$ cat src/rtl/muldiv_unit_pkg.sv
// muldiv_unit shared definitions: HI/LO-class funct codes,
// FSM state and operation-kind enums, funct classifiers.
package muldiv_unit_pkg;

    localparam logic [5:0] F_MFHI  = 6'h10;
    localparam logic [5:0] F_MTHI  = 6'h11;
    localparam logic [5:0] F_MFLO  = 6'h12;
    localparam logic [5:0] F_MTLO  = 6'h13;
    localparam logic [5:0] F_MULT  = 6'h18;
    localparam logic [5:0] F_MULTU = 6'h19;
    localparam logic [5:0] F_DIV   = 6'h1a;
    localparam logic [5:0] F_DIVU  = 6'h1b;

    typedef enum logic [1:0] {
        S_IDLE,
        S_RUN,
        S_FIX
    } state_e;

    typedef enum logic {
        OP_MUL,
        OP_DIV
    } op_e;

    function automatic logic is_hilo(input logic [5:0] f);
        return f inside {F_MFHI, F_MTHI, F_MFLO, F_MTLO,
                         F_MULT, F_MULTU, F_DIV, F_DIVU};
    endfunction

    // MULT/MULTU/DIV/DIVU occupy 0x18..0x1b
    function automatic logic is_long(input logic [5:0] f);
        return f[5:2] == 4'b0110;
    endfunction

endpackage

$ cat src/rtl/muldiv_step.sv
// muldiv_step: one combinational iteration on the {acc, q} pair.
// Ports: op_i kind, acc_i/q_i current pair, m_i multiplicand/divisor,
// acc_o/q_o next pair.
module muldiv_step
    import muldiv_unit_pkg::*;
#(
    parameter int WIDTH = 32
) (
    input  op_e              op_i,
    input  logic [WIDTH-1:0] acc_i,
    input  logic [WIDTH-1:0] q_i,
    input  logic [WIDTH-1:0] m_i,
    output logic [WIDTH-1:0] acc_o,
    output logic [WIDTH-1:0] q_o
);

    logic [WIDTH:0] sum;
    logic [WIDTH:0] rem;
    logic [WIDTH:0] diff;

    always_comb begin
        sum   = {1'b0, acc_i} + {1'b0, m_i};
        rem   = {acc_i, q_i[WIDTH-1]};
        diff  = rem - {1'b0, m_i};
        acc_o = acc_i;
        q_o   = q_i;
        unique case (op_i)
            OP_MUL: begin
                // multiplier bits leave q from the bottom while
                // product bits shift in from acc
                if (q_i[0]) {acc_o, q_o} = {sum, q_i[WIDTH-1:1]};
                else        {acc_o, q_o} = {1'b0, acc_i, q_i[WIDTH-1:1]};
            end
            OP_DIV: begin
                if (!diff[WIDTH]) begin
                    acc_o = diff[WIDTH-1:0];
                    q_o   = {q_i[WIDTH-2:0], 1'b1};
                end else begin
                    acc_o = rem[WIDTH-1:0];
                    q_o   = {q_i[WIDTH-2:0], 1'b0};
                end
            end
        endcase
    end

endmodule

$ cat src/rtl/muldiv_unit.sv
// muldiv_unit: iterative MIPS multiply/divide with HI/LO registers.
// Ports: clk, reset_n, op_valid/funct/rs_val/rt_val/cancel in;
// stall, busy, mf_data, hi, lo out.
module muldiv_unit
    import muldiv_unit_pkg::*;
#(
    parameter int WIDTH = 32
) (
    input  logic             clk,
    input  logic             reset_n,
    input  logic             op_valid,
    input  logic [5:0]       funct,
    input  logic [WIDTH-1:0] rs_val,
    input  logic [WIDTH-1:0] rt_val,
    input  logic             cancel,
    output logic             stall,
    output logic             busy,
    output logic [WIDTH-1:0] mf_data,
    output logic [WIDTH-1:0] hi,
    output logic [WIDTH-1:0] lo
);

    localparam int CW = $clog2(WIDTH);
    localparam logic [CW-1:0] CNT_LAST = CW'(WIDTH - 1);

    state_e           state_q, state_d;
    logic [CW-1:0]    cnt_q, cnt_d;
    logic [WIDTH-1:0] hi_q, hi_d;
    logic [WIDTH-1:0] lo_q, lo_d;
    logic [WIDTH-1:0] acc_q, acc_d;
    logic [WIDTH-1:0] qr_q, qr_d;
    logic [WIDTH-1:0] m_q, m_d;
    logic [WIDTH-1:0] rs_q, rs_d;
    op_e              op_q, op_d;
    logic             neg_q, neg_d;
    logic             rneg_q, rneg_d;
    logic             dz_q, dz_d;

    logic             hilo;
    logic             accept;
    logic             sgn;
    logic             a_neg, b_neg;
    logic [WIDTH-1:0] a_mag, b_mag;
    logic [WIDTH-1:0] step_acc, step_q;
    logic [2*WIDTH-1:0] prod;
    logic [WIDTH-1:0] quo, rmd;

    assign hilo   = is_hilo(funct);
    assign accept = op_valid & hilo & (state_q == S_IDLE) & ~cancel;

    // MULT and DIV are the even codes of the long group
    assign sgn   = ~funct[0];
    assign a_neg = sgn & rs_val[WIDTH-1];
    assign b_neg = sgn & rt_val[WIDTH-1];
    assign a_mag = a_neg ? -rs_val : rs_val;
    assign b_mag = b_neg ? -rt_val : rt_val;

    muldiv_step #(.WIDTH(WIDTH)) u_step (
        .op_i  (op_q),
        .acc_i (acc_q),
        .q_i   (qr_q),
        .m_i   (m_q),
        .acc_o (step_acc),
        .q_o   (step_q)
    );

    assign prod = neg_q ? -{acc_q, qr_q} : {acc_q, qr_q};
    assign quo  = neg_q ? -qr_q : qr_q;
    assign rmd  = rneg_q ? -acc_q : acc_q;

    always_ff @(posedge clk or negedge reset_n) begin
        if (!reset_n) state_q <= S_IDLE;
        else          state_q <= state_d;
    end

    always_comb begin
        state_d = state_q;
        unique case (state_q)
            S_IDLE: if (accept && is_long(funct)) state_d = S_RUN;
            S_RUN: begin
                if (cancel)                state_d = S_IDLE;
                else if (cnt_q == CNT_LAST) state_d = S_FIX;
            end
            S_FIX:   state_d = S_IDLE;
            default: state_d = S_IDLE;
        endcase
    end

    always_comb begin
        busy    = state_q != S_IDLE;
        stall   = op_valid & hilo & busy;
        mf_data = '0;
        if (accept && funct == F_MFHI) mf_data = hi_q;
        if (accept && funct == F_MFLO) mf_data = lo_q;
    end

    always_comb begin
        cnt_d  = cnt_q;
        hi_d   = hi_q;
        lo_d   = lo_q;
        acc_d  = acc_q;
        qr_d   = qr_q;
        m_d    = m_q;
        rs_d   = rs_q;
        op_d   = op_q;
        neg_d  = neg_q;
        rneg_d = rneg_q;
        dz_d   = dz_q;
        unique case (state_q)
            S_IDLE: begin
                if (accept && funct == F_MTHI) hi_d = rs_val;
                if (accept && funct == F_MTLO) lo_d = rs_val;
                if (accept && is_long(funct)) begin
                    cnt_d  = '0;
                    acc_d  = '0;
                    op_d   = funct[1] ? OP_DIV : OP_MUL;
                    qr_d   = funct[1] ? a_mag : b_mag;
                    m_d    = funct[1] ? b_mag : a_mag;
                    rs_d   = rs_val;
                    neg_d  = a_neg ^ b_neg;
                    rneg_d = a_neg;
                    dz_d   = funct[1] & (rt_val == '0);
                end
            end
            S_RUN: begin
                acc_d = step_acc;
                qr_d  = step_q;
                cnt_d = (cancel || cnt_q == CNT_LAST) ? '0 : cnt_q + 1'b1;
            end
            S_FIX: begin
                if (!cancel) begin
                    if (op_q == OP_MUL) begin
                        {hi_d, lo_d} = prod;
                    end else if (dz_q) begin
                        hi_d = rs_q;
                        lo_d = '1;
                    end else begin
                        hi_d = rmd;
                        lo_d = quo;
                    end
                end
            end
            default: cnt_d = '0;
        endcase
    end

    always_ff @(posedge clk or negedge reset_n) begin
        if (!reset_n) begin
            cnt_q  <= '0;
            hi_q   <= '0;
            lo_q   <= '0;
            acc_q  <= '0;
            qr_q   <= '0;
            m_q    <= '0;
            rs_q   <= '0;
            op_q   <= OP_MUL;
            neg_q  <= 1'b0;
            rneg_q <= 1'b0;
            dz_q   <= 1'b0;
        end else begin
            cnt_q  <= cnt_d;
            hi_q   <= hi_d;
            lo_q   <= lo_d;
            acc_q  <= acc_d;
            qr_q   <= qr_d;
            m_q    <= m_d;
            rs_q   <= rs_d;
            op_q   <= op_d;
            neg_q  <= neg_d;
            rneg_q <= rneg_d;
            dz_q   <= dz_d;
        end
    end

    assign hi = hi_q;
    assign lo = lo_q;

endmodule

$ cat config.mk
export PLATFORM = sky130hd
export DESIGN_NAME = muldiv_unit
export DESIGN_NICKNAME = d
export VERILOG_FILES = /design/src/rtl/muldiv_unit_pkg.sv /design/src/rtl/muldiv_step.sv /design/src/rtl/muldiv_unit.sv
export SDC_FILE = /design/constraint.sdc
export NUM_CORES = 1
export LEC_CHECK = 0
export CAP_MARGIN = 40
export CORE_ASPECT_RATIO = 0.75
export CORE_MARGIN = 2
export CORE_UTILIZATION = 60
export CTS_CLUSTER_DIAMETER = 200
export DETAILED_ROUTE_END_ITERATION = 10
export GPL_TIMING_DRIVEN = 0
export PLACE_DENSITY = 0.82
export SLEW_MARGIN = 20
export SYNTH_ARGS = -nofsm -noshare
export SYNTH_HDL_FRONTEND = slang
export SYNTH_SLANG_ARGS = --single-unit
$ cat constraint.sdc
create_clock -name clk -period 5.75 [get_ports clk]
set_input_delay 1.15 -clock clk [delete_from_list [all_inputs] [get_ports clk]]
set_output_delay 1.15 -clock clk [all_outputs]
set_load 0.005 [all_outputs]
# --- Word level (Yosys, flattened, before mapping) ---
# Cells that the tools add are included.
totals:
  romBits: 0
  reg_bits: 203
  mem_bits_rw: 0
  latchBits: 0
  inputBits: 74
  n_memories: 0
classes:
  mux: 37
  n_addsub: 8
  mul: 0
  n_eq_ne: 17
  reduce_logical: 18
  shift: 0
  order_cmp: 0
  div: 0
  n_bitwise: 12
op_table:
  columns: ["op", "n"]
  rows:
  - ["$mux W32", 21]
  - ["$pmux W32 S2", 6]
  - ["$neg A32 Y32", 4]
  - ["$mux W64", 1]
  - ["$neg A64 Y64", 1]
  - ["$eq A6 B5 Y1 const B", 8]
  - ["$add A32 B32 Y33", 1]
  - ["$sub A33 B32 Y33", 1]
  - ["$logic_not A32 Y1", 1]
  - ["$pmux W5 S3", 1]
  - ["$mux W5", 2]
  - ["$reduce_and A2 Y1", 4]
  - ["$reduce_bool A8 Y1", 1]
  - ["$and A1 B1 Y1", 7]
  - ["$mux W2", 3]
  - ["$ne A2 B1 Y1 const B", 3]
  - ["$reduce_and A3 Y1", 2]
  - ["$reduce_bool A2 Y1", 3]
  - ["$add A5 B1 Y5 const B", 1]
  - ["$eq A5 B5 Y1 const B", 1]
  - ["$logic_and A1 B1 Y1", 5]
  - ["$eq A4 B3 Y1 const B", 1]
  - ["$not A1 Y1", 4]
  - ["$pmux W2 S2", 1]
  - ["8 further kinds", 9]

# --- Longest topological paths before layout ---
logic_depth:
  word_depth: 8
  mapped_depth: 15
  mapped_depth_nobuf: 13

# --- Hierarchy ---
# A second synthesis with hierarchy kept.
hier_totals:
  cells_unflattened: 2371
  hier_area_um2: 17997.3
by_module_without_submodules:
  columns: ["module", "area_each_um2", "cells_each", "n_inst"]
  rows:
  - ["muldiv_unit", 13276.5, 1681, 1]
  - ["muldiv_step", 4720.8, 690, 1]

# --- Worst setup path before layout ---
# OpenSTA, ideal clock, no wires.
synth_path:
  kind: "input port to output port"
  from: "in funct[1]"
  to: "out mf_data[10]"
  arrival_ns: 2.451
  cell_stages: 5
  t_required_ns: 4.600
  setup_slack_ns: 2.149
  cell_sequence: "clkbuf_1 > clkbuf_1 > buf_1 > mux2i_1 > nor2_1"
synth_between:
  elab_chain_cells: 8
synth_lines:
  columns: ["item", "line", "rtl"]
  rows:
  - ["from (decl)", "muldiv_unit.sv:12", "input logic [5:0] funct,"]
  - ["$eq A6 B5 Y1, on equally long branches", "muldiv_unit_pkg.sv:26, muldiv_unit.sv:93, muldiv_unit.sv:94", null]
  - ["$reduce_bool A8 Y1", "muldiv_unit_pkg.sv:26", "return f inside {F_MFHI, F_MTHI, F_MFLO, F_MTLO,"]
  - ["$and A1 B1 Y1 (3 in series)", "muldiv_unit.sv:49", "assign accept = op_valid & hilo & (state_q == S_IDLE) & ~cancel;"]
  - ["$logic_and A1 B1 Y1", "muldiv_unit.sv:93", "if (accept && funct == F_MFHI) mf_data = hi_q;"]
  - ["$mux W32", "muldiv_unit.sv:93", null]
  - ["$mux W32 (*)", "muldiv_unit.sv:94", "if (accept && funct == F_MFLO) mf_data = lo_q;"]
  - ["to (decl)", "muldiv_unit.sv:18", "output logic [WIDTH-1:0] mf_data,"]
# Mark *: on every way between the ends. The rest lies on a longest branch, timed or not.

# --- Worst setup path in the final report ---
layout_path:
  from: "reg qr_q[0]"
  to: "reg hi_q[24], in the netlist hi[24]"
layout_between:
  elab_chain_cells: 5
layout_lines:
  columns: ["item", "line", "rtl"]
  rows:
  - ["from (decl)", "muldiv_unit.sv:31", "logic [WIDTH-1:0] qr_q, qr_d;"]
  - ["from (signal assigned)", "muldiv_unit.sv:165", "qr_q <= qr_d;"]
  - ["$neg A64 Y64", "muldiv_unit.sv:67", "assign prod = neg_q ? -{acc_q, qr_q} : {acc_q, qr_q};"]
  - ["$mux W64", "muldiv_unit.sv:67", null]
  - ["$mux W32", "muldiv_unit.sv:132", "if (op_q == OP_MUL) begin"]
  - ["$mux W32", "muldiv_unit.sv:131", "if (!cancel) begin"]
  - ["$pmux W32 S2", "muldiv_unit.sv:109", "unique case (state_q)"]
  - ["to (signal assigned)", "muldiv_unit.sv:162", "hi_q <= hi_d;"]
  - ["to (decl)", "muldiv_unit.sv:28", "logic [WIDTH-1:0] hi_q, hi_d;"]
# No other way between the ends. The select of a mux whose other input is x is not followed.
# A chain may end at the register's enable or synchronous reset.

==> impl_metrics.tcl <==
set metrics [dict create \
    status "finished, final reports clean" \
    cpPeakStageDelay_ns 0.77 \
    antenna_found_initial 5 \
    syn-num-nets 2443 \
    total_power_mw 9.68 \
    root_buffer "clkbuf_16" \
    min_period_over_period_pct 92.1 \
    cp-end-kind "register" \
    cts_hold_buffers 0 \
    avgSynthCellArea_um2 7.64 \
    synth_seq_cells 203 \
    drt_iter0_markers 3297 \
    yosysUniqueCellTypes 83 \
    area_growth_pct 17.3 \
    drt-total-wl_um 81100 \
    yosys.area.top_type "dfrtp_1" \
    fillCellCount 2393 \
    required_ns 6.13 \
    dr.pass1.iters 9 \
    max_clock_freq_mhz 189 \
    grt_pass1_wl_um 119000 \
    synthFlopType "dfrtp_1" \
    avgRoutedWirePerCell_um 27.9 \
    cp_max_fo 10 \
    hold_viol_final 0 \
    startpoint_type "register" \
    synthArstFlopShare_pct 100 \
    io_buffer_count 164 \
    vias 20800 \
    syn-cell-area_mm2 0.0176 \
    maxCapViolCount 0 \
    die_y_um 152 \
    powerDensity_mw_per_mm2 470 \
    grt_pass1_vias 19400 \
    place_congestion 1.06 \
    die_w_um 202 \
    cts_resized 0 \
    synth_warnings 0 \
    h-tree-depth 1 \
    cts_tree "built" \
    drc_errors 0 \
    cts.sinks 203 \
    p_leak_nw 8.51 \
    yosysSeqAreaShare_pct 28.9 \
    worst-path-buf-inv 5 \
    hpwl_um 62600 \
    start_util_pct 60.7 \
    setup_viol 0 \
    drv_slew 0 \
    slew_headroom_pct 35.7 \
    critPathSlowestCell "clkinv_1" \
    path_delay_family "buffers and inverters" \
    worst_pin_slew_ns 0.964 \
    grt.total_usage_pct 51.6 \
    ir_drop_mv 0.347 \
    rsz0062_at_grt "no" \
    fin_skew_ns 0.0360 \
    synth_edf_count 0 \
    postCtsSetupBuffers 0 \
    synth_most_common_cell "nand2_1" \
    clkSlewWorstSetupHoldPaths_ns 0.07 \
    whs_ns 0.453 \
    grt_max_degree 98 \
    arrival_ns 5.68 \
    dieArea_mm2 0.0307 \
    nets 2643 \
    min_period_ns 5.30 \
    synth_top_area_share_pct 28.9 \
    core_area_mm2 0.0289 \
    ff2ff_setup_slack_ns 0.45 \
    overflow 0 \
    rows 54 \
    cts_buffer_depth 3 \
    cts_buffers 23 \
    vias_per_cell 7.14 \
    path_common_cell "clkbuf_1" \
    io_pins 172 \
    ant_nets 0 \
    min_path_type "input pin to async pin" \
    crit_chain "clkbuf_1, clkinv_1, clkbuf_1, ha_1, nand3b_1, nor3_1, nand3_1, or3_1, clkbuf_1, clkbuf_1, o21ai_0, xnor2_1, o21ai_0, o22ai_1" \
    synthTopCellsByCount "nand2_1 (302), o21ai_0 (223), a21oi_1 (205)" \
    drive_above_1_share_pct 3.78 \
    synth_area_leaders "dfrtp_1 (29%), nand2_1 (6.5%), o21ai_0 (6.4%), xnor2_1 (6.1%), a21oi_1 (5.8%)" \
    path_class "register to register" \
    postSynthCellCount 2297 \
    insertion_delay_ns 0.56 \
]
## final timing paths
check,from,to,cells after the start
worst max-delay path,qr_q[0],hi[24],14
worst min-delay path,reset_n,m_q[10],1
worst max register to register,qr_q[0],hi[24],14
worst min register to register,rs_q[23],rs_q[23],2
max in group asynchronous,reset_n,lo[30],3
min in group clk,rs_q[23],rs_q[23],2
## kinds of logic (layout without fill, tap and decap cells)
| logic type | Yosys count | after routing | synth area share, % |
|---|---|---|---|
| compound gates | 754 | 754 | 26.4 |
| simple gates | 751 | 751 | 19.7 |
| buf+inv | 243 | 459 | 5.37 |
| flops | 203 | 203 | 28.9 |
| xor+xnor | 175 | 175 | 8.73 |
| mux | 99 | 99 | 5.67 |
| fa+ha+maj | 72 | 72 | 5.22 |
| other cells | 0 | 1 | 0 |
## cell usage in the layout, fill, tap and decap left out, types with 70 or more instances in the layout
cell type	netlist	layout
o21ai_0	223	223
mux2i_1	96	96
dfrtp_1	203	203
nand2_1	302	302
xnor2_1	122	122
ha_1	70	70
clkdlybuf4s50_1	0	163
nor2_1	196	196
clkbuf_1	149	152
a21oi_1	205	205
## registers in the layout (all words and copies together), names as in the netlist
signal,cells
acc_q,32
cnt_q,5
dz_q,1
hi,32
lo,32
m_q,32
neg_q,1
op_q,1
qr_q,32
rneg_q,1
rs_q,32
state_q,2
## through the flow
stage                     setup WS, ns  std cells  area (µm²)   TNS, ns  util [%]
final                            0.452       2906       20600         0      71.2
after global routing             0.534       2905       20600         0      71.2
after CTS                        0.843       2904       20600         0      71.2
after detailed placement         0.854       2863       19800         0      68.6
after global placement           -5.05       2853       19700  -1018.59      68.1
after floorplan                   2.15       2297       17600         0         -
## cell type report
cell class                 count  area, µm²  share of cell area [%]
clock inverter                11        105                   0.510
timing repair buffer         175       1800                    8.74
tap                          392        490                    2.38
buffer                       174        684                    3.32
antenna                        1       2.50                  0.0122
inverter                      69        259                    1.26
sequential                   203       5080                    24.7
clock buffer                  30        642                    3.12
multi-input combinational   1851      11500                    56.0
## metal layers
layer  routed length [µm]  global-route usage [%]
met1                29300                    66.1
met2                31300                    70.3
met3                15000                    27.1
met4                 5330                    25.8
met5                  197                    2.80
## report_power, final
group | internal (mW) | total [mW] | switching (mW)
Clock | 0.840 | 1.54 | 0.696
Sequential | 1.78 | 2.30 | 0.521
Combinational | 2.24 | 5.85 | 3.61
Total | 4.86 | 9.68 | 4.82
Note: power is estimated with default switching activity, not from simulation.
